==> src/rtl/vlsu_axi_order_if.sv <==
// AR/AW issue handshakes plus observed R/B retire handshakes.
// slave: the order controller; master: address generator/AXI side.
interface vlsu_axi_order_if;
  logic us_ar_valid_i;
  logic us_ar_ready_o;
  logic ar_valid_o;
  logic ar_ready_i;
  logic us_aw_valid_i;
  logic us_aw_ready_o;
  logic aw_valid_o;
  logic aw_ready_i;
  logic r_valid_i;
  logic r_ready_i;
  logic r_last_i;
  logic b_valid_i;
  logic b_ready_i;

  modport slave (
    input  us_ar_valid_i,
    output us_ar_ready_o,
    output ar_valid_o,
    input  ar_ready_i,
    input  us_aw_valid_i,
    output us_aw_ready_o,
    output aw_valid_o,
    input  aw_ready_i,
    input  r_valid_i,
    input  r_ready_i,
    input  r_last_i,
    input  b_valid_i,
    input  b_ready_i
  );

  modport master (
    output us_ar_valid_i,
    input  us_ar_ready_o,
    input  ar_valid_o,
    output ar_ready_i,
    output us_aw_valid_i,
    input  us_aw_ready_o,
    input  aw_valid_o,
    output aw_ready_i,
    output r_valid_i,
    output r_ready_i,
    output r_last_i,
    output b_valid_i,
    output b_ready_i
  );
endinterface

==> src/rtl/vlsu_axi_order_ctrl.sv <==
// Vector LSU AR/AW issue gate: outstanding limits, ld/st ordering, fence.
// Ports: clk_i/rst_ni, ordering_en_i, fence_req_i/fence_done_o, bus, counts, idle_o, protocol_err_o.
module vlsu_axi_order_ctrl #(
  parameter  int unsigned MaxOutstanding = 8,
  localparam int unsigned CntWidth = $clog2(MaxOutstanding + 1)
) (
  input  logic                clk_i,
  input  logic                rst_ni,
  input  logic                ordering_en_i,
  input  logic                fence_req_i,
  output logic                fence_done_o,
  vlsu_axi_order_if.slave     bus,
  output logic [CntWidth-1:0] rd_outstanding_o,
  output logic [CntWidth-1:0] wr_outstanding_o,
  output logic                idle_o,
  output logic                protocol_err_o
);

  typedef enum logic [1:0] {
    IDLE,
    AR_HOLD,
    AW_HOLD,
    BOTH_HOLD
  } state_e;

  localparam logic [CntWidth-1:0] MaxCnt = CntWidth'(MaxOutstanding);

  state_e state_q, state_d;
  logic [CntWidth-1:0] rd_q, rd_d;
  logic [CntWidth-1:0] wr_q, wr_d;
  logic prio_q, prio_d;
  logic err_q, err_d;
  logic fdone_q;

  logic ar_hold, aw_hold;
  logic ar_elig, aw_elig;
  logic ar_gnt, aw_gnt;
  logic ar_valid, aw_valid;
  logic ar_fire, aw_fire;
  logic r_ret, b_ret;
  logic quiet;

  assign ar_hold = (state_q == AR_HOLD) || (state_q == BOTH_HOLD);
  assign aw_hold = (state_q == AW_HOLD) || (state_q == BOTH_HOLD);

  assign ar_elig = bus.us_ar_valid_i && !fence_req_i
                && (rd_q < MaxCnt)
                && (!ordering_en_i || wr_q == '0);
  assign aw_elig = bus.us_aw_valid_i && !fence_req_i
                && (wr_q < MaxCnt)
                && (!ordering_en_i || rd_q == '0);

  // With ordering on, a held channel locks out the other, and a
  // simultaneous request is arbitrated by prio_q (0 = AR).
  assign ar_gnt = !ordering_en_i
               || (!aw_hold && (!aw_elig || !prio_q));
  assign aw_gnt = !ordering_en_i
               || (!ar_hold && (!ar_elig || prio_q));

  assign ar_valid = (ar_elig && ar_gnt) || ar_hold;
  assign aw_valid = (aw_elig && aw_gnt) || aw_hold;

  assign bus.ar_valid_o    = ar_valid;
  assign bus.aw_valid_o    = aw_valid;
  assign bus.us_ar_ready_o = bus.ar_ready_i && ar_valid;
  assign bus.us_aw_ready_o = bus.aw_ready_i && aw_valid;

  assign ar_fire = ar_valid && bus.ar_ready_i;
  assign aw_fire = aw_valid && bus.aw_ready_i;
  assign r_ret   = bus.r_valid_i && bus.r_ready_i && bus.r_last_i;
  assign b_ret   = bus.b_valid_i && bus.b_ready_i;

  assign quiet = (rd_q == '0) && (wr_q == '0) && (state_q == IDLE);

  always_comb begin
    rd_d  = rd_q;
    wr_d  = wr_q;
    err_d = err_q;
    unique case ({ar_fire, r_ret})
      2'b10: rd_d = rd_q + 1'b1;
      2'b01: begin
        if (rd_q == '0) err_d = 1'b1;
        else            rd_d  = rd_q - 1'b1;
      end
      default: ;
    endcase
    unique case ({aw_fire, b_ret})
      2'b10: wr_d = wr_q + 1'b1;
      2'b01: begin
        if (wr_q == '0) err_d = 1'b1;
        else            wr_d  = wr_q - 1'b1;
      end
      default: ;
    endcase
  end

  // A presented valid that is not taken must stay up next cycle.
  always_comb begin
    state_d = state_q;
    prio_d  = prio_q ^ ar_fire ^ aw_fire;
    unique case ({ar_valid && !bus.ar_ready_i,
                  aw_valid && !bus.aw_ready_i})
      2'b00: state_d = IDLE;
      2'b10: state_d = AR_HOLD;
      2'b01: state_d = AW_HOLD;
      2'b11: state_d = BOTH_HOLD;
    endcase
  end

  always_ff @(posedge clk_i or negedge rst_ni) begin
    if (!rst_ni) begin
      state_q <= IDLE;
      rd_q    <= '0;
      wr_q    <= '0;
      prio_q  <= 1'b0;
      err_q   <= 1'b0;
      fdone_q <= 1'b0;
    end else begin
      state_q <= state_d;
      rd_q    <= rd_d;
      wr_q    <= wr_d;
      prio_q  <= prio_d;
      err_q   <= err_d;
      fdone_q <= fence_req_i && quiet;
    end
  end

  assign rd_outstanding_o = rd_q;
  assign wr_outstanding_o = wr_q;
  assign idle_o           = quiet;
  assign protocol_err_o   = err_q;
  assign fence_done_o     = fdone_q;

endmodule

==> src/flat_wrapper.sv <==
// flat-port wrapper written by rule: the top's interface ports become plain ports
module vlsu_axi_order_ctrl_flat 
#(
  parameter  int unsigned MaxOutstanding = 8,
  localparam int unsigned CntWidth = $clog2(MaxOutstanding + 1)
)
  (clk_i, rst_ni, ordering_en_i, fence_req_i, fence_done_o, rd_outstanding_o, wr_outstanding_o, idle_o, protocol_err_o, bus_us_ar_valid_i, bus_us_ar_ready_o, bus_ar_valid_o, bus_ar_ready_i, bus_us_aw_valid_i, bus_us_aw_ready_o, bus_aw_valid_o, bus_aw_ready_i, bus_r_valid_i, bus_r_ready_i, bus_r_last_i, bus_b_valid_i, bus_b_ready_i);
  vlsu_axi_order_if bus_i ();
  input  logic clk_i;
  input  logic rst_ni;
  input  logic ordering_en_i;
  input  logic fence_req_i;
  output logic fence_done_o;
  output logic [CntWidth-1:0] rd_outstanding_o;
  output logic [CntWidth-1:0] wr_outstanding_o;
  output logic idle_o;
  output logic protocol_err_o;
  input wire logic [$bits(bus_i.us_ar_valid_i)-1:0] bus_us_ar_valid_i;
  output wire logic [$bits(bus_i.us_ar_ready_o)-1:0] bus_us_ar_ready_o;
  output wire logic [$bits(bus_i.ar_valid_o)-1:0] bus_ar_valid_o;
  input wire logic [$bits(bus_i.ar_ready_i)-1:0] bus_ar_ready_i;
  input wire logic [$bits(bus_i.us_aw_valid_i)-1:0] bus_us_aw_valid_i;
  output wire logic [$bits(bus_i.us_aw_ready_o)-1:0] bus_us_aw_ready_o;
  output wire logic [$bits(bus_i.aw_valid_o)-1:0] bus_aw_valid_o;
  input wire logic [$bits(bus_i.aw_ready_i)-1:0] bus_aw_ready_i;
  input wire logic [$bits(bus_i.r_valid_i)-1:0] bus_r_valid_i;
  input wire logic [$bits(bus_i.r_ready_i)-1:0] bus_r_ready_i;
  input wire logic [$bits(bus_i.r_last_i)-1:0] bus_r_last_i;
  input wire logic [$bits(bus_i.b_valid_i)-1:0] bus_b_valid_i;
  input wire logic [$bits(bus_i.b_ready_i)-1:0] bus_b_ready_i;
  assign bus_i.us_ar_valid_i = bus_us_ar_valid_i;
  assign bus_us_ar_ready_o = bus_i.us_ar_ready_o;
  assign bus_ar_valid_o = bus_i.ar_valid_o;
  assign bus_i.ar_ready_i = bus_ar_ready_i;
  assign bus_i.us_aw_valid_i = bus_us_aw_valid_i;
  assign bus_us_aw_ready_o = bus_i.us_aw_ready_o;
  assign bus_aw_valid_o = bus_i.aw_valid_o;
  assign bus_i.aw_ready_i = bus_aw_ready_i;
  assign bus_i.r_valid_i = bus_r_valid_i;
  assign bus_i.r_ready_i = bus_r_ready_i;
  assign bus_i.r_last_i = bus_r_last_i;
  assign bus_i.b_valid_i = bus_b_valid_i;
  assign bus_i.b_ready_i = bus_b_ready_i;
  vlsu_axi_order_ctrl #(.MaxOutstanding(MaxOutstanding)) u_core (.clk_i(clk_i), .rst_ni(rst_ni), .ordering_en_i(ordering_en_i), .fence_req_i(fence_req_i), .fence_done_o(fence_done_o), .bus(bus_i), .rd_outstanding_o(rd_outstanding_o), .wr_outstanding_o(wr_outstanding_o), .idle_o(idle_o), .protocol_err_o(protocol_err_o));
endmodule
==> config.mk <==
export PLATFORM = sky130hd
export DESIGN_NAME = vlsu_axi_order_ctrl_flat
export DESIGN_NICKNAME = d
export VERILOG_FILES = /design/src/rtl/vlsu_axi_order_if.sv /design/src/rtl/vlsu_axi_order_ctrl.sv /design/src/flat_wrapper.sv
export SDC_FILE = /design/constraint.sdc
export NUM_CORES = 1
export LEC_CHECK = 0
export BUFFER_PORTS_ARGS = -buffer_cell sky130_fd_sc_hd__buf_2
export CORE_MARGIN = 1
export CORE_UTILIZATION = 53
export DETAILED_ROUTE_END_ITERATION = 12
export GPL_TIMING_DRIVEN = 1
export PLACE_DENSITY = 0.82
export SKIP_LAST_GASP = 1
export SLEW_MARGIN = 15
export SYNTH_ARGS = -nofsm -noshare
export SYNTH_HDL_FRONTEND = slang
export SYNTH_SLANG_ARGS = --single-unit
==> constraint.sdc <==
create_clock -name clk_i -period 5.7 [get_ports clk_i]
set_input_delay 0.285 -clock clk_i [delete_from_list [all_inputs] [get_ports clk_i]]
set_output_delay 0.285 -clock clk_i [all_outputs]
set_load 0.01 [all_outputs]
After elaboration in Yosys (flattened, before gate mapping)
Cells that the tools add are included.

Bits in registers: 13. Input port bits: 13. Logic and storage cells: 82.

Add/sub/neg operators: 4. Magnitude comparators: 2. Eq/ne operators: 12. Mux-type cells: 9. Bitwise operators: 2. Reductions and logical operators: 47.

Operator list (number): logical AND 1 bit (20); one-hot mux 4 bit (2 select lines) (2); equality test 2 bit (second input constant) (6); logical OR 1 bit (10); logical NOT 1 bit (9); adder 4 x 1 -> 4 bit (second input constant) (2); equality test 2 x 1 -> 1 bit (second input constant) (4); logical NOT 4 bit (2); < comparator 4 bit (second input constant) (2); two-way mux 4 bit (2); one-hot mux 2 bit (4 select lines) (1); subtractor 4 x 1 -> 4 bit (second input constant) (2); logical NOT 2 bit (2); two-way mux 1 bit (4); inequality test 2 bit (second input constant) (2); AND reduction 2 bit (2); nonzero test 2 bit (2); XOR 1 bit (2).

Logic depth before layout (Yosys ltp)
Gate-level depths: netlist (run 1).

Depth after elaboration: 15. Mapped depth: 11. Mapped depth without buffers: 10.

Worst setup path after synthesis (run 1)
No wires, ideal clock.

Kind: reg-to-reg. From: register u_core.wr_q[1], in the netlist u_core.wr_outstanding_o[1]. To: register u_core.rd_q[3], in the netlist u_core.rd_outstanding_o[3]. Setup time: 0.080 ns. Arrival: 2.853 ns. Data required time: 5.620 ns. Setup slack: 2.767 ns. Stages on the path, launching flop included: 12. Path buffers: 1. Period minus slack after synthesis: 2.933 ns. Cells stage by stage: dfrtp_1 > or4_1 > buf_2 > a311o_2 > a21oi_4 > or2_4 > inv_2 > ha_1 > a21o_1 > a21oi_1 > mux2i_1 > xnor2_1.

Longest elaborated chain between the ends: 13. Elaborated cells between the ends (all ways): 19. Those cells by class: order compare: 1; eq/ne: 3; mux: 1; reduce/logical: 14.

Ends and longest elaborated chain: start: declaration (RTL line vlsu_axi_order_ctrl.sv:30) `logic [CntWidth-1:0] wr_q, wr_d;`; start signal: assignment (RTL line vlsu_axi_order_ctrl.sv:121) `wr_q <= wr_d;`; < comparator 4 bit (RTL line vlsu_axi_order_ctrl.sv:50) `&& (wr_q < MaxCnt)`; logical AND 1 bit (RTL line vlsu_axi_order_ctrl.sv:50); logical AND 1 bit (RTL line vlsu_axi_order_ctrl.sv:51) `&& (!ordering_en_i || rd_q == '0);`; logical NOT 1 bit (RTL line vlsu_axi_order_ctrl.sv:56) `|| (!aw_hold && (!aw_elig || !prio_q));`; logical OR 1 bit (RTL line vlsu_axi_order_ctrl.sv:56); logical AND 1 bit (RTL line vlsu_axi_order_ctrl.sv:56); logical OR 1 bit (RTL line vlsu_axi_order_ctrl.sv:56); logical AND 1 bit (*) (RTL line vlsu_axi_order_ctrl.sv:60) `assign ar_valid = (ar_elig && ar_gnt) || ar_hold;`; logical OR 1 bit (*) (RTL line vlsu_axi_order_ctrl.sv:60); logical AND 1 bit (*); net bus_us_ar_ready_o (RTL line flat_wrapper.sv:19) `output wire logic [$bits(bus_i.us_ar_ready_o)-1:0] bus_us_ar_ready_o;`; equality test 2 x 1 -> 1 bit or equality test 2 bit (tied branches) (RTL line vlsu_axi_order_ctrl.sv:79) `unique case ({ar_fire, r_ret})`; inequality test 2 bit (no source line) or nonzero test 2 bit (tied branches); AND reduction 2 bit (no source line); end signal: assignment (RTL line vlsu_axi_order_ctrl.sv:120) `rd_q <= rd_d;`; end: declaration (RTL line vlsu_axi_order_ctrl.sv:29) `logic [CntWidth-1:0] rd_q, rd_d;`.

Mark *: on every way through the listed nets, which the timed path passes. The rest lies on a longest branch. A chain may end at the register's enable or synchronous reset.

Final worst setup path (run 1)
From: register u_core.wr_q[1], in the netlist u_core.wr_outstanding_o[1]. To: register u_core.rd_q[3], in the netlist u_core.rd_outstanding_o[3].

Longest elaborated chain between the ends: 13. Elaborated cells between the ends (all ways): 19. Those cells by class: order compare: 1; eq/ne: 3; mux: 1; reduce/logical: 14.

Ends and longest elaborated chain: < comparator 4 bit (RTL line vlsu_axi_order_ctrl.sv:50); logical AND 1 bit (RTL line vlsu_axi_order_ctrl.sv:50); logical AND 1 bit (RTL line vlsu_axi_order_ctrl.sv:51); logical NOT 1 bit (RTL line vlsu_axi_order_ctrl.sv:56); logical OR 1 bit (RTL line vlsu_axi_order_ctrl.sv:56); logical AND 1 bit (RTL line vlsu_axi_order_ctrl.sv:56); logical OR 1 bit (RTL line vlsu_axi_order_ctrl.sv:56); logical AND 1 bit (*) (RTL line vlsu_axi_order_ctrl.sv:60); logical OR 1 bit (*) (RTL line vlsu_axi_order_ctrl.sv:60); logical AND 1 bit (*) (RTL line vlsu_axi_order_ctrl.sv:68) `assign ar_fire = ar_valid && bus.ar_ready_i;`; equality test 2 x 1 -> 1 bit or equality test 2 bit (tied branches) (RTL line vlsu_axi_order_ctrl.sv:79); inequality test 2 bit (no source line) or nonzero test 2 bit (tied branches); AND reduction 2 bit (no source line).

Mark *: on every way between the ends. The rest lies on a longest branch, timed or not.

==> results of run 1 <==
per-layer routing:
| layer | GRT usage, % | vias to the layer above | share of wire [%] |
|---|---|---|---|
| li1 | - | 421 | - |
| met1 | 30.11 | 402 | 43 |
| met2 | 44.48 | 31 | 50 |
| met3 | 8.085 | 5 | 5.9 |
| met4 | 12.12 | 0 | 1.4 |
| met5 | 0 | - | 0 |
sequential cells by signal, indices dropped and copies added (netlist names):
| signal | count |
|---|---|
| u_core.prio_q | 1 |
| u_core.wr_outstanding_o | 4 |
| u_core.state_q | 2 |
| u_core.protocol_err_o | 1 |
| u_core.rd_outstanding_o | 4 |
| u_core.fence_done_o | 1 |
area by class of cell:
type | instances | area share, %
clock buffer | 3 | 2.069
clock inverter | 1 | 0.4598
inverter | 5 | 1.724
multi-input combinational | 76 | 50.69
sequential | 13 | 29.89
tap | 16 | 1.839
timing repair buffer | 28 | 13.33
power by group through the flow:
stage               combinational [mW]  clock, mW  sequential [mW]
floorplan                        0.140          0            0.177
global placement                 0.211          0            0.171
detailed placement               0.216          0            0.174
CTS                              0.218     0.0619            0.172
global route                     0.242     0.0634            0.179
finish                           0.218     0.0588            0.172
cell usage after synthesis, types with 2 or more instances:
cell type | n | area, sq um
a21o_1 | 3 | 22.52
a21oi_1 | 6 | 30.03
and2_1 | 2 | 12.51
dfrtp_1 | 13 | 325.3
ha_1 | 3 | 37.54
inv_1 | 4 | 15.01
mux2i_1 | 2 | 20.02
nand2_1 | 3 | 11.26
nand3_1 | 3 | 15.01
nor2_1 | 7 | 26.28
nor2b_1 | 5 | 31.28
nor3_1 | 3 | 15.01
nor3b_1 | 4 | 30.03
nor4_1 | 2 | 12.51
o21a_1 | 2 | 15.01
o22ai_1 | 2 | 12.51
o2bb2ai_1 | 3 | 26.28
or4_1 | 2 | 15.01
xnor2_1 | 4 | 35.03
xor2_1 | 3 | 26.28
cells by family after synthesis:
logic type,synth area share [%]
multiplexers,2.222
XOR/XNOR,6.806
buffers and inverters,2.637
AO/OA/AOI/OAI,22.36
AND/OR/NAND/NOR,23.47
adder cells (fa/ha/maj),6.389
flip-flops,36.11
worst paths after layout:
kind                       cells after the start                                      to  slack [ps]
min in group asynchronous                      2  u_core.rd_outstanding_o[2]$_DFFE_PN0P_         410
max in group asynchronous                      2  u_core.wr_outstanding_o[2]$_DFFE_PN0P_        5070
max reg2reg                                   10  u_core.rd_outstanding_o[3]$_DFFE_PN0P_        2720
min reg2reg                                    1         u_core.protocol_err_o$_DFF_PN0_         490
max                                           10  u_core.rd_outstanding_o[3]$_DFFE_PN0P_        2720
min                                            2             u_core.state_q[0]$_DFF_PN0_         180
worst reg2reg max path, stage by stage (launching register included):
cell and delay [ps]:
dfrtp_1 460, or4_1 660, a311o_2 450, a21oi_4 180, or2_4 160, inv_2 40, ha_1 260, a21o_1 170
a21oi_1 180, mux2i_1 230, xnor2_1 130
what timing repair did:
item,CTS,global route
setup endpoints to repair,0,0
buffers inserted,0,0
hold buffers,1,0
hold endpoints to repair,13,0
metrics by stage:
step           cell area, sq um  worst slack (ps)  utilization, %  hold slack [ps]  total power [mW]
6_report                   1089              2722           70.62            175.7            0.4486
5_1_grt                    1089              2514           70.62            185.6            0.4845
4_1_cts                    1089              2712           70.62            166.3            0.4517
3_5_place_dp               1051              2730           68.18            191.6            0.3893
3_3_place_gp               1051              2799           68.18            183.8            0.3812
2_1_floorplan             900.9              2767               -           -10.59            0.3172
==> results.md, run 1 <==
* Status: complete, no violations
* Pin count of the biggest net entering global routing at 14
* Switching pwr at approximately 0.19 mW
* Max-cap violations at 0
* Post-route ant nets at 0
* Crit Path Class: flop to flop
* FF/Latch Area at about 330 sq um
* Internal power at about 0.25 mW
* RSZ-0062 raised after global routing: no
* Critical-path top delay cell: or4_1
* # H-tree levels at 1
* Worst Path Arrival at 3190 ps
* Logic pwr share at 48.6%
* Clk Latency, worst-skew pair at 280 ps
* Layout Nets at between 100 and 150
* Final setup viols at 0
* Final std cells w/o fill at 142
* TritonCTS clock tree: done
* Total Routing Usage GR at between 20% and 30%
* Initial antenna violation count at 0
* Gpl congestion at roughly 0.8
* Maximum clock path buffer count at 2
* CP endpoint kind: flop
* Fin crit period at between 2000 and 3000 ps
* Post-CTS sizing at 0
* Largest vdd supply drop at approximately 270 uV
* Synthesized instance count at 95
* Final wirelength at about 2100 microns
* Fmax at about 340 MHz
* Yosys cell types at 39
* Net Count, Synth at about 110
* Vias/cell at a little over 6
* P per Cell Area at just over 400 nW/um^2
* Post-synthesis async set-or-reset flop share at 100.0%
* Ant. Diodes at 0
* Starting Density at approximately three fifths
* Sw Share at a little over two fifths
* Max-slew violation count at 0
* Vias post-DR at around 860
* TNS Setup at 0 ps
* Worst slew pin tran at approximately 720 ps
* TritonRoute pass-1 iters at 4
* First-pass GRT wire length at roughly 3600 microns
* # DRC at 0
* Skew final at between 1.5 and 2 ps
* Full die area at between 1500 and 2000 sq um
* Synth Warn # at 0
* Worst Path Required at around 6000 ps
* EDFF count, synth at 0
* Num Clock Sinks at 13
* #FFs+latches synth at 13
* Die height at between 40 and 50 microns
* CP peak stage delay at between 600 and 700 ps
* CP max FO at 8
* Gr ovfl total at 0
* Initial drt markers at 20
* Cell family with the largest share of critical-path delay: compound AO/OA/AOI/OAI gates
* Multi-input logic area at ~550 sq um
* Avg Inst Size Synth at ~9.5 sq um
* Clk pwr share at a little over an eighth
* Area grow syn2layout at 20.83%
* Rows at 14
* Leakage power total at approximately 0.55 nW
* Filler Cells Inserted at 120
* Avg WL per Cell at 15.06 microns
* CP Launch Type: flop
* Most common cell after layout, fill and taps aside: buf_2
* # port buffers at 27
* Clk pin slew, worst setup/hold paths at around 80 ps
* Cell count after placement at between 100 and 150
* Hold Crit Class: input pin to flop
* CP Launch Point: u_core.wr_outstanding_o[1]$_DFFE_PN0P_
* Worst path cell trace: or4_1 -> a311o_2 -> a21oi_4 -> or2_4 -> inv_2 -> ha_1 -> a21o_1 -> a21oi_1 -> mux2i_1 -> xnor2_1
* Slew HR at 51.28%
* Core Box Area at ~1500 sq um
* Synth Cell Area at approximately 900 sq um
* Sequential power share at 38.3%
* Buf/Inv on CP at 1
* Final Hold Fails at 0
* Seq/Total Area, Yosys at between 30% and 40%
* Reg2Reg Launch Point: u_core.wr_outstanding_o[1]$_DFFE_PN0P_
* Most frequent cells in the layout: buf_2 (27), dfrtp_1 (13), nor2_1 (7)
* Share of post-route cells with drive strength above 1 at 29.37%
* TritonCTS buffer count at 3
* Ports at 28
* Number of global-route vias before repair at between 800 and 900
* Ys flop type: dfrtp_1
* CTS root buf: clkbuf_4
* HPWL Detailed at about 1600 microns
* Die X at 43.23 microns
* Fin crit share at between 50 and 60%
* Worst hold start: bus_ar_ready_i
Power figures use the tool's default switching activity.
==> run 2: changes to the inputs <==
Settings changed: CORE_UTILIZATION 53 to 49, PLACE_DENSITY 0.82 to 0.77.
Clock period 5.7 ns to 2.84 ns, I/O delays scaled along.
==> results.md, run 2 (same netlist as run 1, synthesis figures left out) <==
* Initial drt markers at 20 (unchanged)
* Ports at 28 (unchanged)
* Avg WL per Cell at 13.27 microns (was 15.06 microns)
* Sequential power share at 37.2% (was 38.3%)
* Die height at 44.88 microns (was 43.23 microns)
* First-pass GRT wire length at 3312 microns (was 3581 microns)
* Number of global-route vias before repair at 764 (was 821)
* Switching pwr at 0.3917 mW (was 0.1947 mW)
* CTS root buf: clkbuf_4 (unchanged)
* Worst Path Arrival at 2940 ps (was 3190 ps)
* Hold Crit Class: input pin to flop (unchanged)
* CP max FO at 8 (unchanged)
* Sw Share at 42.10% (was 43.41%)
* Post-CTS sizing at 0 (unchanged)
* TritonRoute pass-1 iters at 4 (unchanged)
* GRT met2 Usage at 39.12% (was 44.48%)
* M3 GR Usage at 5.200% (was 8.085%)
* Post-route ant nets at 0 (unchanged)
* Leakage power total at 0.5748 nW (was 0.5459 nW)
* Max-cap violations at 0 (unchanged)
* # port buffers at 27 (unchanged)
* Status: complete, no violations (unchanged)
* Ant. Diodes at 0 (unchanged)
* # H-tree levels at 1 (unchanged)
* Final Core Density at 67.10% (was 70.62%)
* CTS Hold Bufs at 1 (unchanged)
* Clk Latency, worst-skew pair at 290 ps (was 280 ps)
* Post-CTS setup buffers at 0 (unchanged)
* Maximum clock path buffer count at 2 (unchanged)
* Skew final at 3.802 ps (was 1.536 ps)
* Crit Path Class: flop to flop (unchanged)
* Filler Cells Inserted at 150 (was 120)
* Cell count after placement at 153 (was 137)
* Area grow syn2layout at 28.61% (was 20.83%)
* FF/Latch Area at 329.1 sq um (was 325.3 sq um)
* Rows at 15 (was 14)
* Core Box Area at 1727 sq um (was 1541 sq um)
* Layout Nets at 151 (was 144)
* Hold Slack at 16.78 ps (was 175.7 ps)
* Vias/cell at 5.506 (was 6.049)
* Multi-input logic area at 555.5 sq um (was 551.8 sq um)
* Gr ovfl total at 0 (unchanged)
* CP endpoint kind: flop (unchanged)
* Final Hold Fails at 0 (unchanged)
* Internal power at 0.5388 mW (was 0.2539 mW)
* Fin crit share at 95.65% (was 52.25%)
* Share of post-route cells with drive strength above 1 at 35.34% (was 29.37%)
* Vias post-DR at 870 (was 859)
* Met1 global-route usage at 29.62% (was 30.11%)
* DP Area at 1122 sq um (was 1051 sq um)
* Clk pwr share at 13.3% (was 13.1%)
* Die X at 44.88 microns (was 43.23 microns)
* Pin count of the biggest net entering global routing at 14 (unchanged)
* Total Routing Usage GR at 23.46% (was 26.39%)
* Num Clock Sinks at 13 (unchanged)
* Full die area at 2014 sq um (was 1868 sq um)
* Worst Path Required at 3060 ps (was 5920 ps)
* Clk pin slew, worst setup/hold paths at 90 ps (was 80 ps)
* Logic pwr share at 49.6% (was 48.6%)
* Final std cells w/o fill at 158 (was 142)
* Most frequent cells in the layout: buf_2 (27), dfrtp_1 (10), nor2_1 (7), buf_4 (7) (was buf_2 (27), dfrtp_1 (13), nor2_1 (7))
* # DRC at 0 (unchanged)
* CP Launch Type: flop (unchanged)
* TritonCTS clock tree: done (unchanged)
* Busiest grt layer: met2 (unchanged)
* Initial antenna violation count at 0 (unchanged)
* Most common cell after layout, fill and taps aside: buf_2 (unchanged)
* Final wirelength at 2096 microns (was 2139 microns)
* Design area at 1159 sq um (was 1089 sq um)
* P per Cell Area at 803.1 nW/um^2 (was 412.1 nW/um^2)
* TNS Setup at 0 ps (unchanged)
* TritonCTS buffer count at 3 (unchanged)
* Worst slew pin tran at 433.7 ps (was 724.1 ps)
* Max-slew violation count at 0 (unchanged)
* Largest vdd supply drop at 532.6 uV (was 267.8 uV)
* Fmax at 368.1 MHz (was 335.8 MHz)
* Final setup viols at 0 (unchanged)
* Fin crit period at 2717 ps (was 2978 ps)
* HPWL Detailed at 1636 microns (was 1587 microns)
* Starting Density at 52.17% (was 58.44%)
* Slew HR at 70.78% (was 51.28%)
* RSZ-0062 raised after global routing: no (unchanged)
* Gpl congestion at 0.8353 (was 0.7909)
run 2: changes by cell type in the layout (fill, tap and decap cells not counted), sizes merged:
cell,previous run,this run
buf,27,34
clkbuf,3,4
clkinv,1,0
run 2: worst paths after layout:
check	cells past startpoint	end	slack [ps]	startpoint
max	10	u_core.rd_outstanding_o[3]$_DFFE_PN0P_	120	u_core.wr_outstanding_o[0]$_DFFE_PN0P_
min	2	u_core.state_q[0]$_DFF_PN0_	20	bus_ar_ready_i
max reg2reg	10	u_core.rd_outstanding_o[3]$_DFFE_PN0P_	120	u_core.wr_outstanding_o[0]$_DFFE_PN0P_
min reg2reg	1	u_core.protocol_err_o$_DFF_PN0_	500	u_core.protocol_err_o$_DFF_PN0_
max in group asynchronous	2	u_core.wr_outstanding_o[0]$_DFFE_PN0P_	2320	rst_ni
min in group asynchronous	2	u_core.state_q[1]$_DFF_PN0_	260	rst_ni
run 2: worst max-delay path: stages, from the launching register on:
cell	delay [ps]
dfrtp_2	460
or4_1	540
a311o_2	370
a21oi_4	160
or2_4	140
inv_2	50
ha_1	270
a21o_1	160
a21oi_2	130
mux2i_1	240
xnor2_1	140
run 2: through the flow:
step / worst slack (ps) / total power [mW]
floorplan: 1.984 / 0.6542
global placement: 199.1 / 0.8021
detailed placement: 135.1 / 0.8102
CTS: 116.6 / 0.9375
global route: 28.66 / 1.005
finish: 123.5 / 0.9305
run 2: per-layer routing:
| metal | routed length [microns] | vias up |
|---|---|---|
| met1 | 947 | 417 |
| met5 | 0 | - |
| met3 | 108 | 2 |
| met4 | 29 | 0 |
| li1 | - | 429 |
| met2 | 1010 | 22 |
run 2: power groups by stage:
stage	clock network (mW)	logic (mW)	registers [mW]
final	0.124	0.461	0.346
after global routing	0.132	0.511	0.362
after CTS	0.126	0.465	0.346
after detailed placement	0	0.460	0.350
after global placement	0	0.457	0.345
after floorplan	0	0.295	0.359
run 2: layout make-up:
| type | count | area share (%) |
|---|---|---|
| well taps | 25 | 2.700 |
| inverters | 5 | 1.620 |
| clock buffers | 4 | 2.268 |
| flip-flops and latches | 13 | 28.40 |
| repair buffers | 35 | 17.06 |
| multi-input cells | 76 | 47.95 |
